==> src/rtl/speed_pulse_gen.sv <==
// Encoder pulse emulator: spreads `rate` pulses evenly over a window of WINDOW clocks
// with a phase accumulator and reports how many pulses the last full window emitted.
module speed_pulse_gen #(
    parameter int unsigned WINDOW   = 1000000,
    parameter int unsigned HIGH_CYC = 4
) (
    input  logic        clk_in,
    input  logic        rst_n,
    input  logic        en,
    input  logic [11:0] rate,
    output logic        speed_pulse,
    output logic        window_done,
    output logic [11:0] pulse_cnt
);
    typedef enum logic [1:0] {
        IDLE     = 2'b00,
        RUN_LOW  = 2'b01,
        RUN_HIGH = 2'b10
    } state_t;

    localparam logic [19:0] WIN_LAST = 20'(WINDOW - 1);
    localparam logic [20:0] WIN_LEN  = 21'(WINDOW);
    localparam logic [7:0]  HI_LAST  = 8'(HIGH_CYC - 1);

    function automatic logic [11:0] sat_inc(input logic [11:0] val, input logic inc);
        if (inc && (val != 12'hFFF)) begin
            return val + 12'd1;
        end else begin
            return val;
        end
    endfunction

    state_t      state_r, state_s;
    logic [19:0] win_cnt_r;
    logic [20:0] acc_r, sum_s;
    logic [11:0] rate_q_r, win_pulses_r, win_pulses_s, pulse_cnt_r;
    logic        pending_r, pending_s;
    logic [7:0]  hi_cnt_r, hi_cnt_s;
    logic        speed_pulse_r;
    logic        active_s, trigger_s, win_end_s, fire_s;

    // Accumulator step, window end and pulse-launch decode
    always_comb begin
        active_s     = (state_r != IDLE) && en;
        sum_s        = acc_r + {9'd0, rate_q_r};
        trigger_s    = active_s && (sum_s >= WIN_LEN);
        win_end_s    = active_s && (win_cnt_r == WIN_LAST);
        fire_s       = (state_r == RUN_LOW) && en && (trigger_s || pending_r);
        win_pulses_s = sat_inc(win_pulses_r, fire_s);
    end

    // Next-state logic; a launch from a held trigger keeps a fresh one queued
    always_comb begin
        state_s   = state_r;
        pending_s = pending_r;
        hi_cnt_s  = hi_cnt_r;
        case (state_r)
            IDLE: begin
                pending_s = 1'b0;
                hi_cnt_s  = 8'd0;
                if (en) begin
                    state_s = RUN_LOW;
                end else begin
                    state_s = IDLE;
                end
            end
            RUN_LOW: begin
                if (!en) begin
                    state_s   = IDLE;
                    pending_s = 1'b0;
                end else if (fire_s) begin
                    state_s   = RUN_HIGH;
                    hi_cnt_s  = 8'd0;
                    pending_s = pending_r & trigger_s;
                end else begin
                    state_s = RUN_LOW;
                end
            end
            RUN_HIGH: begin
                if (!en) begin
                    state_s   = IDLE;
                    pending_s = 1'b0;
                end else begin
                    if (trigger_s) begin
                        pending_s = 1'b1;
                    end else begin
                        pending_s = pending_r;
                    end
                    if (hi_cnt_r == HI_LAST) begin
                        state_s  = RUN_LOW;
                        hi_cnt_s = 8'd0;
                    end else begin
                        state_s  = RUN_HIGH;
                        hi_cnt_s = hi_cnt_r + 8'd1;
                    end
                end
            end
            default: begin
                state_s   = IDLE;
                pending_s = 1'b0;
                hi_cnt_s  = 8'd0;
            end
        endcase
    end

    // FSM state and registered pulse output
    always_ff @(posedge clk_in or negedge rst_n) begin
        if (!rst_n) begin
            state_r       <= IDLE;
            pending_r     <= 1'b0;
            hi_cnt_r      <= 8'd0;
            speed_pulse_r <= 1'b0;
        end else begin
            state_r       <= state_s;
            pending_r     <= pending_s;
            hi_cnt_r      <= hi_cnt_s;
            speed_pulse_r <= (state_s == RUN_HIGH);
        end
    end

    // Window counter, accumulator and per-window pulse tally
    always_ff @(posedge clk_in or negedge rst_n) begin
        if (!rst_n) begin
            win_cnt_r    <= 20'd0;
            acc_r        <= 21'd0;
            rate_q_r     <= 12'd0;
            win_pulses_r <= 12'd0;
            pulse_cnt_r  <= 12'd0;
        end else if (state_r == IDLE) begin
            if (en) begin
                rate_q_r     <= rate;
                win_cnt_r    <= 20'd0;
                acc_r        <= 21'd0;
                win_pulses_r <= 12'd0;
            end
        end else if (en) begin
            if (trigger_s) begin
                acc_r <= sum_s - WIN_LEN;
            end else begin
                acc_r <= sum_s;
            end
            if (win_end_s) begin
                win_cnt_r    <= 20'd0;
                rate_q_r     <= rate;
                pulse_cnt_r  <= win_pulses_s;
                win_pulses_r <= 12'd0;
            end else begin
                win_cnt_r    <= win_cnt_r + 20'd1;
                win_pulses_r <= win_pulses_s;
            end
        end
    end

    assign speed_pulse = speed_pulse_r;
    assign window_done = win_end_s;
    assign pulse_cnt   = pulse_cnt_r;

endmodule

==> config.mk <==
export PLATFORM = sky130hd
export DESIGN_NAME = speed_pulse_gen
export DESIGN_NICKNAME = d
export VERILOG_FILES = /design/src/rtl/speed_pulse_gen.sv
export SDC_FILE = /design/constraint.sdc
export NUM_CORES = 1
export LEC_CHECK = 0
export ABC_AREA = 1
export CAP_MARGIN = 20
export CORE_ASPECT_RATIO = 1.5
export CORE_UTILIZATION = 38
export CTS_CLUSTER_DIAMETER = 80
export DETAILED_ROUTE_END_ITERATION = 7
export PLACE_DENSITY_LB_ADDON = 0.08
export REMOVE_ABC_BUFFERS = 1
export SYNTH_ARGS = -nofsm -noshare
export SYNTH_HDL_FRONTEND = slang
export SYNTH_SLANG_ARGS = --single-unit
==> constraint.sdc <==
create_clock -name clk_in -period 4.3 [get_ports clk_in]
set_clock_uncertainty 0.05 [all_clocks]
set_input_delay 0.86 -clock clk_in [delete_from_list [all_inputs] [get_ports clk_in]]
set_output_delay 0.86 -clock clk_in [all_outputs]
set_load 0.005 [all_outputs]
* Word level (Yosys, flattened, before mapping)
Cells that the tools add are included.
Storage, ports and cells: bits in registers 89, word-level logic and storage cells 75
Cells by class: add/subtract/negate cells 5, reduce and logical (&&, ||, !) cells 14, eq/ne operators 11, mux-type cells 33, bitwise operators 2, order comparisons 1
Operators with widths (count):
- 12-bit 2-to-1 mux | 9
- 21-bit 2-to-1 mux | 4
- 20-bit 2-to-1 mux | 4
- 8-bit 2-to-1 mux | 4
- 21-bit by 12-bit adder with 21-bit output | 1
- 21-bit by 20-bit >= comparator with 1-bit output (second input constant) | 1
- 21-bit by 20-bit subtractor with 21-bit output (second input constant) | 1
- 20-bit by 1-bit adder with 20-bit output (second input constant) | 1
- 20-bit == test (second input constant) | 1
- 8-bit case mux with 2 select lines | 1
- 12-bit by 1-bit adder with 12-bit output (second input constant) | 1
- 12-bit != test (second input constant) | 1
- 8-bit by 1-bit adder with 8-bit output (second input constant) | 1
- 8-bit by 2-bit == test with 1-bit output (second input constant) | 1
- 2-bit 2-to-1 mux | 4
- 1-bit logical AND | 6
- 2-bit != test (second input constant) | 3
- 3-bit != test (second input constant) | 2
- 2-bit case mux with 3 select lines | 1
- 3-bit AND reduction | 2
- 1-bit 2-to-1 mux | 5
- 2-bit == test (second input constant) | 2
- 2-bit AND reduction | 2
- 2-bit nonzero test | 2
- 6 further kinds | 6

* Depth between registers and ports, before layout
Gate-level depths: netlist of run 1.
depth after elaboration 10, gate-level depth with buffers 28

* Worst setup path before layout of run 1
No wires, ideal clock.
kind reg-to-reg, from register acc_r[0], to register pulse_cnt_r[10], in the netlist pulse_cnt[10], stages on the path, launching flop included 27, buffers on the path 2, data arrival time 2.797 ns, library setup time 0.118 ns, path slack 1.335 ns, cell sequence dfrtp_1 -> ha_1 -> inv_1 -> fa_1 -> inv_1 -> nand3_1 -> inv_1 -> nand2_1 -> nand4_1 -> nand2_1 -> inv_1 -> ha_1 -> nand3_1 -> nor2_1 -> nand3_1 -> nor2_1 -> nand3_1 -> nor2_1 -> a21oi_2 -> nand2_4 -> nand2_4 -> nand2_4 -> buf_8 -> buf_12 -> nand4_2 -> nand3_1 -> nand2_1
Between the ends: longest elaborated chain between the ends 7
Ends and longest elaborated chain:
- from (decl) | line 35 | logic [20:0] acc_r, sum_s;
- from (signal assigned) | line 138 | acc_r <= sum_s - WIN_LEN;
- from (signal assigned) | line 140 | acc_r <= sum_s;
- 21-bit by 12-bit adder with 21-bit output | line 45 | sum_s = acc_r + {9'd0, rate_q_r};
- 21-bit by 20-bit >= comparator with 1-bit output | line 46 | trigger_s = active_s && (sum_s >= WIN_LEN);
- 1-bit logical AND | line 46
- 1-bit logical OR | line 48 | fire_s = (state_r == RUN_LOW) && en && (trigger_s || pending_r);
- 1-bit logical AND | line 48
- 1-bit logical AND | line 26 | if (inc && (val != 12'hFFF)) begin
- 12-bit 2-to-1 mux | line 26
- to (signal assigned) | line 145 | pulse_cnt_r <= win_pulses_s;
- to (decl) | line 36 | logic [11:0] rate_q_r, win_pulses_r, win_pulses_s, pulse_cnt_r;
Every way passes these cells. A chain may end at the register's enable or synchronous reset.

* Worst setup path after layout of run 1
from register rate_q_r[0], to register hi_cnt_r[0]
Between the ends: longest elaborated chain between the ends 7
Ends and longest elaborated chain:
- from (decl) | line 36
- from (signal assigned) | line 131 | rate_q_r <= rate;
- from (signal assigned) | line 144 | rate_q_r <= rate;
- 21-bit by 12-bit adder with 21-bit output | line 45
- 21-bit by 20-bit >= comparator with 1-bit output | line 46
- 1-bit logical AND | line 46
- 1-bit logical OR | line 48
- 1-bit logical AND | line 48
- 2-bit != test (no source line)
- 3-bit AND reduction (no source line)
- to (signal assigned) | line 116 | hi_cnt_r <= hi_cnt_s;
- to (decl) | line 38 | logic [7:0] hi_cnt_r, hi_cnt_s;
Every way passes these cells.

==> reports/qor.txt, run 1 <==
Status: completed
Met3 track utilization from global routing: 3.42%
Hold Crit Class: in -> async
Resized Gates After CTS: 0
Weighted congestion at the end of routability-driven global placement: 0.873
Actual transition at the worst max-transition pin: 654 ps
Number of failing setup endpoints in the final timing report: 0
Required time of the worst setup path: 4520 ps
Met2 demand-to-capacity share in global routing: 40.9%
Level count of the clock H-tree: 3
Hold-fix buffer count after cts: 0
Number of slew-limit violations in the final report: 0
DPL Wire Length: 12.3 mm
Primary FF master, synth: dfrtp_1
Detailed-routing iteration count for the pre-antenna-repair pass: 4
Global-route wire length before repair: 27.9 mm
Number of antenna violations at the first check in global routing: 0
Number of synthesized flops with an enable pin: 0
Fmax: 278 MHz
Library cells used by synthesis: 43
Chip width: 105 um
Mapped Cells: 881
Synthesized area per cell: 6.90 um^2
Crit-path slowest cell: fa_1
Cell area after synthesis: 6080 um^2
DRC violation count after routing: 0
Iter 0 DRT Violations: 284
Root buffer cell: clkbuf_16
Wire length per cell: 14.7 um
Row count: 56
Post-route cell area: 6880 um^2
Largest stage delay, worst path: 400 ps
Design Power: 0.00280 W
Post-placement worst setup slack: 688 ps
Number of top-level pins: 29
Count of endpoints failing hold in the final timing report: 0
Final cycle utilization of the critical path: 83.7%
Die Area: 16500 um^2
Clock latency reported for the late side of the worst-skew pair: 350 ps
CP Launch Type: flip-flop
Unrepaired setup endpoints after global routing: no
Capturing element type of the critical path: flip-flop
Max Buffers Root-to-Sink: 2
Max-capacitance violation count: 0
Fraction of final layout cells with drive strength greater than 1: 7.55%
Worst voltage drop across the vdd grid: 0.207 mV
Global-route met1 utilization: 22.8%
Proportion of synthesized chip area in sequential cells: 36.7%
Remaining antenna violation count: 0
Worst-path fanout max: 20
Final Worst Setup Slack: 700 ps
Area of the core: 15600 um^2
Count of input and output buffers: 28
Starting Density: 38.9%
Clock buffers created by TritonCTS: 9
Pin count of the biggest net entering global routing: 40
Data arrival at the endpoint of the critical path: 3820 ps
Total congestion overflow: 0
Chip height: 157 um
Flip-flop and latch count after synthesis: 89
Static Leakage: 3.34 nW
Clock-pin slew on the worst setup and hold paths: 80 ps
Cell family with most CP delay: simple AND/OR/NAND/NOR gates
Power per unit of standard cell area: 407 nW/um^2
Post-route setup TNS: 0 ps
Global-route total usage across every layer: 21.5%
Yosys warning total: 0
Drt via density: 5.04
Via count of the first global-routing pass: 5784
Antenna diode count: 0
Routed via count: 5628
Clk sinks: 89
Post-CTS setup repair buffer count: 0
Slew headroom: 56.0%
Busiest grt layer: met2
Area of placed instances: 6560 um^2
Post-layout utilization of the core: 44.0%
Share of synthesized flip-flops with an asynchronous set or reset: 100%
Combined buffer and inverter count along the critical path: 5
Clock tree from TritonCTS: built
Top library cells by usage in the layout, fill and taps aside: nand2_1, inv_1, dfrtp_1, nand3_1, nor2_1
Minimum clock period: 3600 ps
Syn-to-layout area delta: 13.2%
Crit Path Class: reg -> reg
Layout filler cell count: 1644
Wirelength, routed: 16.5 mm
Fin nets: 946
Commonest non-fill, non-tap cell in the layout: nand2_1
[layout make-up]
class | count | area [um^2] | share of cell area, %
Timing Repair Buffer | 37 | 345 | 5.02
Sequential cell | 89 | 2230 | 32.4
Clock buffer | 10 | 229 | 3.33
Multi-Input combinational cell | 640 | 3240 | 47.1
Clock inverter | 6 | 90.1 | 1.31
Inverter | 132 | 495 | 7.21
Tap cell | 203 | 254 | 3.69
[state kept, by name, indices dropped and copies added (netlist names), 2 cells and up]
signal / flops
hi_cnt_r: 8
pulse_cnt: 12
acc_r: 21
state_r: 2
win_pulses_r: 12
win_cnt_r: 20
rate_q_r: 12
[power by group]
part | leakage (nW) | internal, W | total (W) | switching, W
logic | 2.00 | 0.000309 | 0.000936 | 0.000626
clock network | 0.153 | 0.000512 | 0.000875 | 0.000363
registers | 1.19 | 0.000924 | 0.000987 | 0.0000635
total | 3.34 | 0.00175 | 0.00280 | 0.00105
[metrics by stage]
stage / hold WS, ps / cells
floorplan: 396 / 861
finish: 350 / 1117
detailed placement: 420 / 1101
global route: 369 / 1117
global placement: 410 / 1101
CTS: 359 / 1117
[final timing paths]
path                       slack (ps)  depth (start not counted)           end          from
max                               700                         27   hi_cnt_r[0]   rate_q_r[0]
min                               350                          1      acc_r[1]         rst_n
max reg2reg                       700                         27   hi_cnt_r[0]   rate_q_r[0]
min reg2reg                       430                          2  pulse_cnt[4]  pulse_cnt[4]
max in group asynchronous        2980                          2  win_cnt_r[0]         rst_n
min in group clk_in               430                          2  pulse_cnt[4]  pulse_cnt[4]
[cell usage after synthesis, types with 2 or more instances]
master    count  area share [%]
a21oi_1      18             1.5
a21oi_2       3            0.43
a22o_1        3            0.43
and2_1        2            0.21
buf_2         6            0.49
clkbuf_1     10            0.62
dfrtp_1      89              37
ha_1         21             4.3
inv_1       126             7.8
inv_2         6            0.37
nand2_1     292              18
nand2_2      11             1.1
nand2_4       4            0.74
nand3_1      77             6.3
nand3_2       2            0.33
nand3b_1      4            0.49
nand4_1      11             1.1
nand4_2      10             2.1
nor2_1       71             4.4
nor2_2        2            0.21
nor3_1       14             1.2
nor3_2        2            0.33
nor4_1        7            0.72
o211ai_1      4            0.49
o21ai_0      32             2.6
o21ai_1       9            0.74
o22ai_1       8            0.82
o32ai_1       2            0.29
or2_2         4            0.41
xnor2_1       4            0.58
xor2_1       15             2.2
[worst register-to-register path, cell delays in order, from the launching register on]
cell and delay (ps):
dfrtp_1 360, ha_1 180, inv_1 60, fa_1 400, inv_1 70, nand3_1 80
inv_1 90, nand2_1 70, nand3_1 120, nand2_1 70, nand2_1 130, inv_1 70
ha_1 180, nand3_1 80, nor2_1 50, nand3_1 90, nor2_1 40, nand3_1 80
nor2_1 50, a21oi_2 160, nand2_4 160, nand2_4 130, nand2_4 180, inv_2 100
nand2_1 60, nand2_2 230, nand2_1 80, o21ai_1 90
[metal layers]
layer	up-vias	part of all wire, %
li1	2854	-
met1	2639	40
met2	92	53
met3	43	2.7
met4	0	3.7
met5	-	0
[logic make-up after synthesis]
| logic type | Yosys count | share of synthesized area [%] |
|---|---|---|
| AOI/OAI and AO/OA | 84 | 7.97 |
| adders and majority gates | 22 | 4.65 |
| and+or+nand+nor | 515 | 37.9 |
| DFF | 89 | 36.7 |
| buffers and inverters | 152 | 10.1 |
| xor gates and xnor gates | 19 | 2.74 |
No activity file was read; power rests on OpenSTA's default activity.
==> run 2: changes to the inputs <==
==> constraint.sdc (replaced) <==
create_clock -name clk_in -period 3.2 [get_ports clk_in]
set_clock_uncertainty 0.05 [all_clocks]
set_input_delay 0.64 -clock clk_in [delete_from_list [all_inputs] [get_ports clk_in]]
set_output_delay 0.64 -clock clk_in [all_outputs]
set_load 0.005 [all_outputs]
==> run 2 against run 1 <==
Via count grew 3.9%. Flip-flop and latch count unchanged. Largest power group is now combinational cells. Largest cell class unchanged. Setup slack lost 680 ps. Design area increased by 13%. Non-clock buffer count up 53. Highest routed layer unchanged. Final cell count increased by 4.7%. Die area unchanged. Fmax increased by 13%. Combinational power increased by 100%.
==> reports/qor.txt, run 2 (same netlist as run 1, synthesis figures left out) <==
Status: completed (unchanged)
Number of top-level pins: 29 (unchanged)
Area of the core: 15600 um^2 (unchanged)
Layout filler cell count: 1550 (was 1644)
Worst r2r path cells: 25 (was 27)
Max Buffers Root-to-Sink: 2 (unchanged)
Worst Hold Margin: 287 ps (was 350 ps)
Remaining antenna violation count: 0 (unchanged)
Routed via count: 5845 (was 5628)
Power share of the clock group: 27.5% (was 31.3%)
Static Leakage: 3.71 nW (was 3.34 nW)
Number of antenna violations at the first check in global routing: 0 (unchanged)
Max-capacitance violation count: 0 (unchanged)
Post-layout utilization of the core: 49.5% (was 44.0%)
Actual transition at the worst max-transition pin: 948 ps (was 654 ps)
Combinational share of power: 42.3% (was 33.4%)
Count of input and output buffers: 28 (unchanged)
Commonest non-fill, non-tap cell in the layout: nand2_1 (unchanged)
R2R Path End: pulse_cnt[1] (was hi_cnt_r[0])
CP Launch Type: flip-flop (unchanged)
Root buffer cell: clkbuf_16 (unchanged)
Via count of the first global-routing pass: 6070 (was 5784)
Number of failing setup endpoints in the final timing report: 0 (unchanged)
Post-route setup TNS: 0 ps (unchanged)
Die Area: 16500 um^2 (unchanged)
Net Sw Power: 0.00164 W (was 0.00105 W)
Crit Path Class: reg -> reg (unchanged)
Switching share of total power: 36.8% (was 37.6%)
Worst R2R Setup Slack: 20 ps (was 700 ps)
DPL Wire Length: 12.3 mm (about the same)
Final cycle utilization of the critical path: 99.5% (was 83.7%)
Required time of the worst setup path: 3390 ps (was 4520 ps)
Number of flip-flops under the largest register name: 21 (unchanged)
Wire length per cell: 14.9 um (was 14.7 um)
DRC violation count after routing: 0 (unchanged)
Row count: 56 (unchanged)
Clock tree from TritonCTS: built (unchanged)
Total congestion overflow: 0 (unchanged)
Fin nets: 1000 (was 946)
Top library cells by usage in the layout, fill and taps aside: nand2_1, inv_1, dfrtp_1, nor2_1, nand3_1 (was nand2_1, inv_1, dfrtp_1, nand3_1, nor2_1)
Starting Density: 38.9% (unchanged)
Clock buffers created by TritonCTS: 9 (unchanged)
Detailed-routing iteration count for the pre-antenna-repair pass: 4 (unchanged)
Worst voltage drop across the vdd grid: 0.368 mV (was 0.207 mV)
Global-route wire length before repair: 28.8 mm (was 27.9 mm)
Portion of total power attributed to sequential cells: 30.1% (was 35.3%)
R2R Path Start: rate_q_r[0] (unchanged)
Iter 0 DRT Violations: 227 (was 284)
Count of endpoints failing hold in the final timing report: 0 (unchanged)
Wirelength, routed: 17.4 mm (was 16.5 mm)
Global-route total usage across every layer: 22.3% (was 21.5%)
Internal Pwr Total: 0.00281 W (was 0.00175 W)
Level count of the clock H-tree: 3 (unchanged)
Data arrival at the endpoint of the critical path: 3370 ps (was 3820 ps)
Syn-to-layout area delta: 27.4% (was 13.2%)
Antenna diode count: 0 (unchanged)
Register name with the most flops: acc_r (unchanged)
Fmax: 314 MHz (was 278 MHz)
Unrepaired setup endpoints after global routing: yes (was no)
Power per unit of standard cell area: 575 nW/um^2 (was 407 nW/um^2)
Capturing element type of the critical path: flip-flop (unchanged)
Slew headroom: 36.5% (was 56.0%)
Registers with the most flip-flops: acc_r: 21 flops, win_cnt_r: 20 flops (unchanged)
Pin count of the biggest net entering global routing: 47 (was 40)
Hold Crit Class: in -> async (unchanged)
Clock-pin slew on the worst setup and hold paths: 70 ps (was 80 ps)
Drt via density: 5.00 (was 5.04)
Fraction of final layout cells with drive strength greater than 1: 20.1% (was 7.55%)
Worst-path fanout max: 7 (was 20)
Minimum clock period: 3180 ps (was 3600 ps)
Chip width: 105 um (unchanged)
Clk sinks: 89 (unchanged)
Weighted congestion at the end of routability-driven global placement: 0.864 (was 0.873)
Clock latency reported for the late side of the worst-skew pair: 340 ps (was 350 ps)
Number of slew-limit violations in the final report: 0 (unchanged)
Chip height: 157 um (unchanged)
==> run 2: cell type report <==
class	instances	area [um^2]	share of cell area, %
Multi-Input combinational cell	641	3620	46.8
Tap cell	203	254	3.28
Inverter	132	499	6.45
Sequential cell	89	2230	28.8
Clock buffer	10	229	2.96
Timing Repair Buffer	90	803	10.4
Clock inverter	5	104	1.34
==> run 2: how the worst max path moves through the flow <==
stage / start / endpoint / slack, ps / depth (start not counted)
detailed placement: rate_q_r[0] / hi_cnt_r[2] / -250 / 26
global placement: rate_q_r[6] / hi_cnt_r[5] / -150 / 23
finish: rate_q_r[0] / pulse_cnt[1] / 20 / 25
floorplan: acc_r[0] / hi_cnt_r[0] / 110 / 26
CTS: rate_q_r[0] / pulse_cnt[11] / -80 / 27
global route: rate_q_r[0] / win_pulses_r[3] / -200 / 27
==> run 2: power by group through the flow <==
stage	clock (W)	combinational [W]	sequential (W)
floorplan	0	0.000891	0.00132
global placement	0	0.00136	0.00134
detailed placement	0	0.00136	0.00134
CTS	0.00126	0.00165	0.00134
global route	0.00130	0.00210	0.00135
finish	0.00123	0.00188	0.00134
==> run 2: worst max-delay path: stages (launching register included) <==
cell     delay [ps]
dfrtp_1         360
ha_2            190
inv_2            40
fa_2            350
inv_2            60
nand3_2          60
inv_2            80
buf_4           110
buf_4           100
buf_4            90
buf_4           100
nand3_1          80
nand4_1         130
nand2_2         110
nor2_4          120
nand2_1          80
nor2_1          130
a21oi_2          90
nand2_4          90
nand2_4          70
nand2_8         140
buf_12          110
buf_12          100
nand4_2         100
nand3_1         110
nand2_1          50
==> run 2: per-layer routing <==
metal	GRT usage [%]	routed length (um)	share of wire, %	vias to the layer above
met2	42.6	9450	54	93
met5	0	0	0	-
li1	-	-	-	2964
met3	2.96	398	2.3	34
met1	23.4	6940	40	2754
met4	12.1	597	3.4	0
==> run 2: repair_timing <==
action                     in CTS  in global routing
buffers inserted               24                  6
hold buffers                    0                  0
setup endpoints to repair      45                 51
gates resized for setup        34                 68
cloned                          1                  0
pin swaps                      29                 27
==> run 2: per-stage QoR <==
step | std cells | cell area [um^2] | power [W] | setup WS [ps]
4_1_cts | 1168 | 7460 | 0.00424 | -84.0
3_3_place_gp | 1128 | 6790 | 0.00270 | -145
2_1_floorplan | 861 | 5960 | 0.00221 | 109
3_5_place_dp | 1128 | 6790 | 0.00271 | -245
5_1_grt | 1170 | 7740 | 0.00475 | -198
6_report | 1170 | 7740 | 0.00445 | 15.7
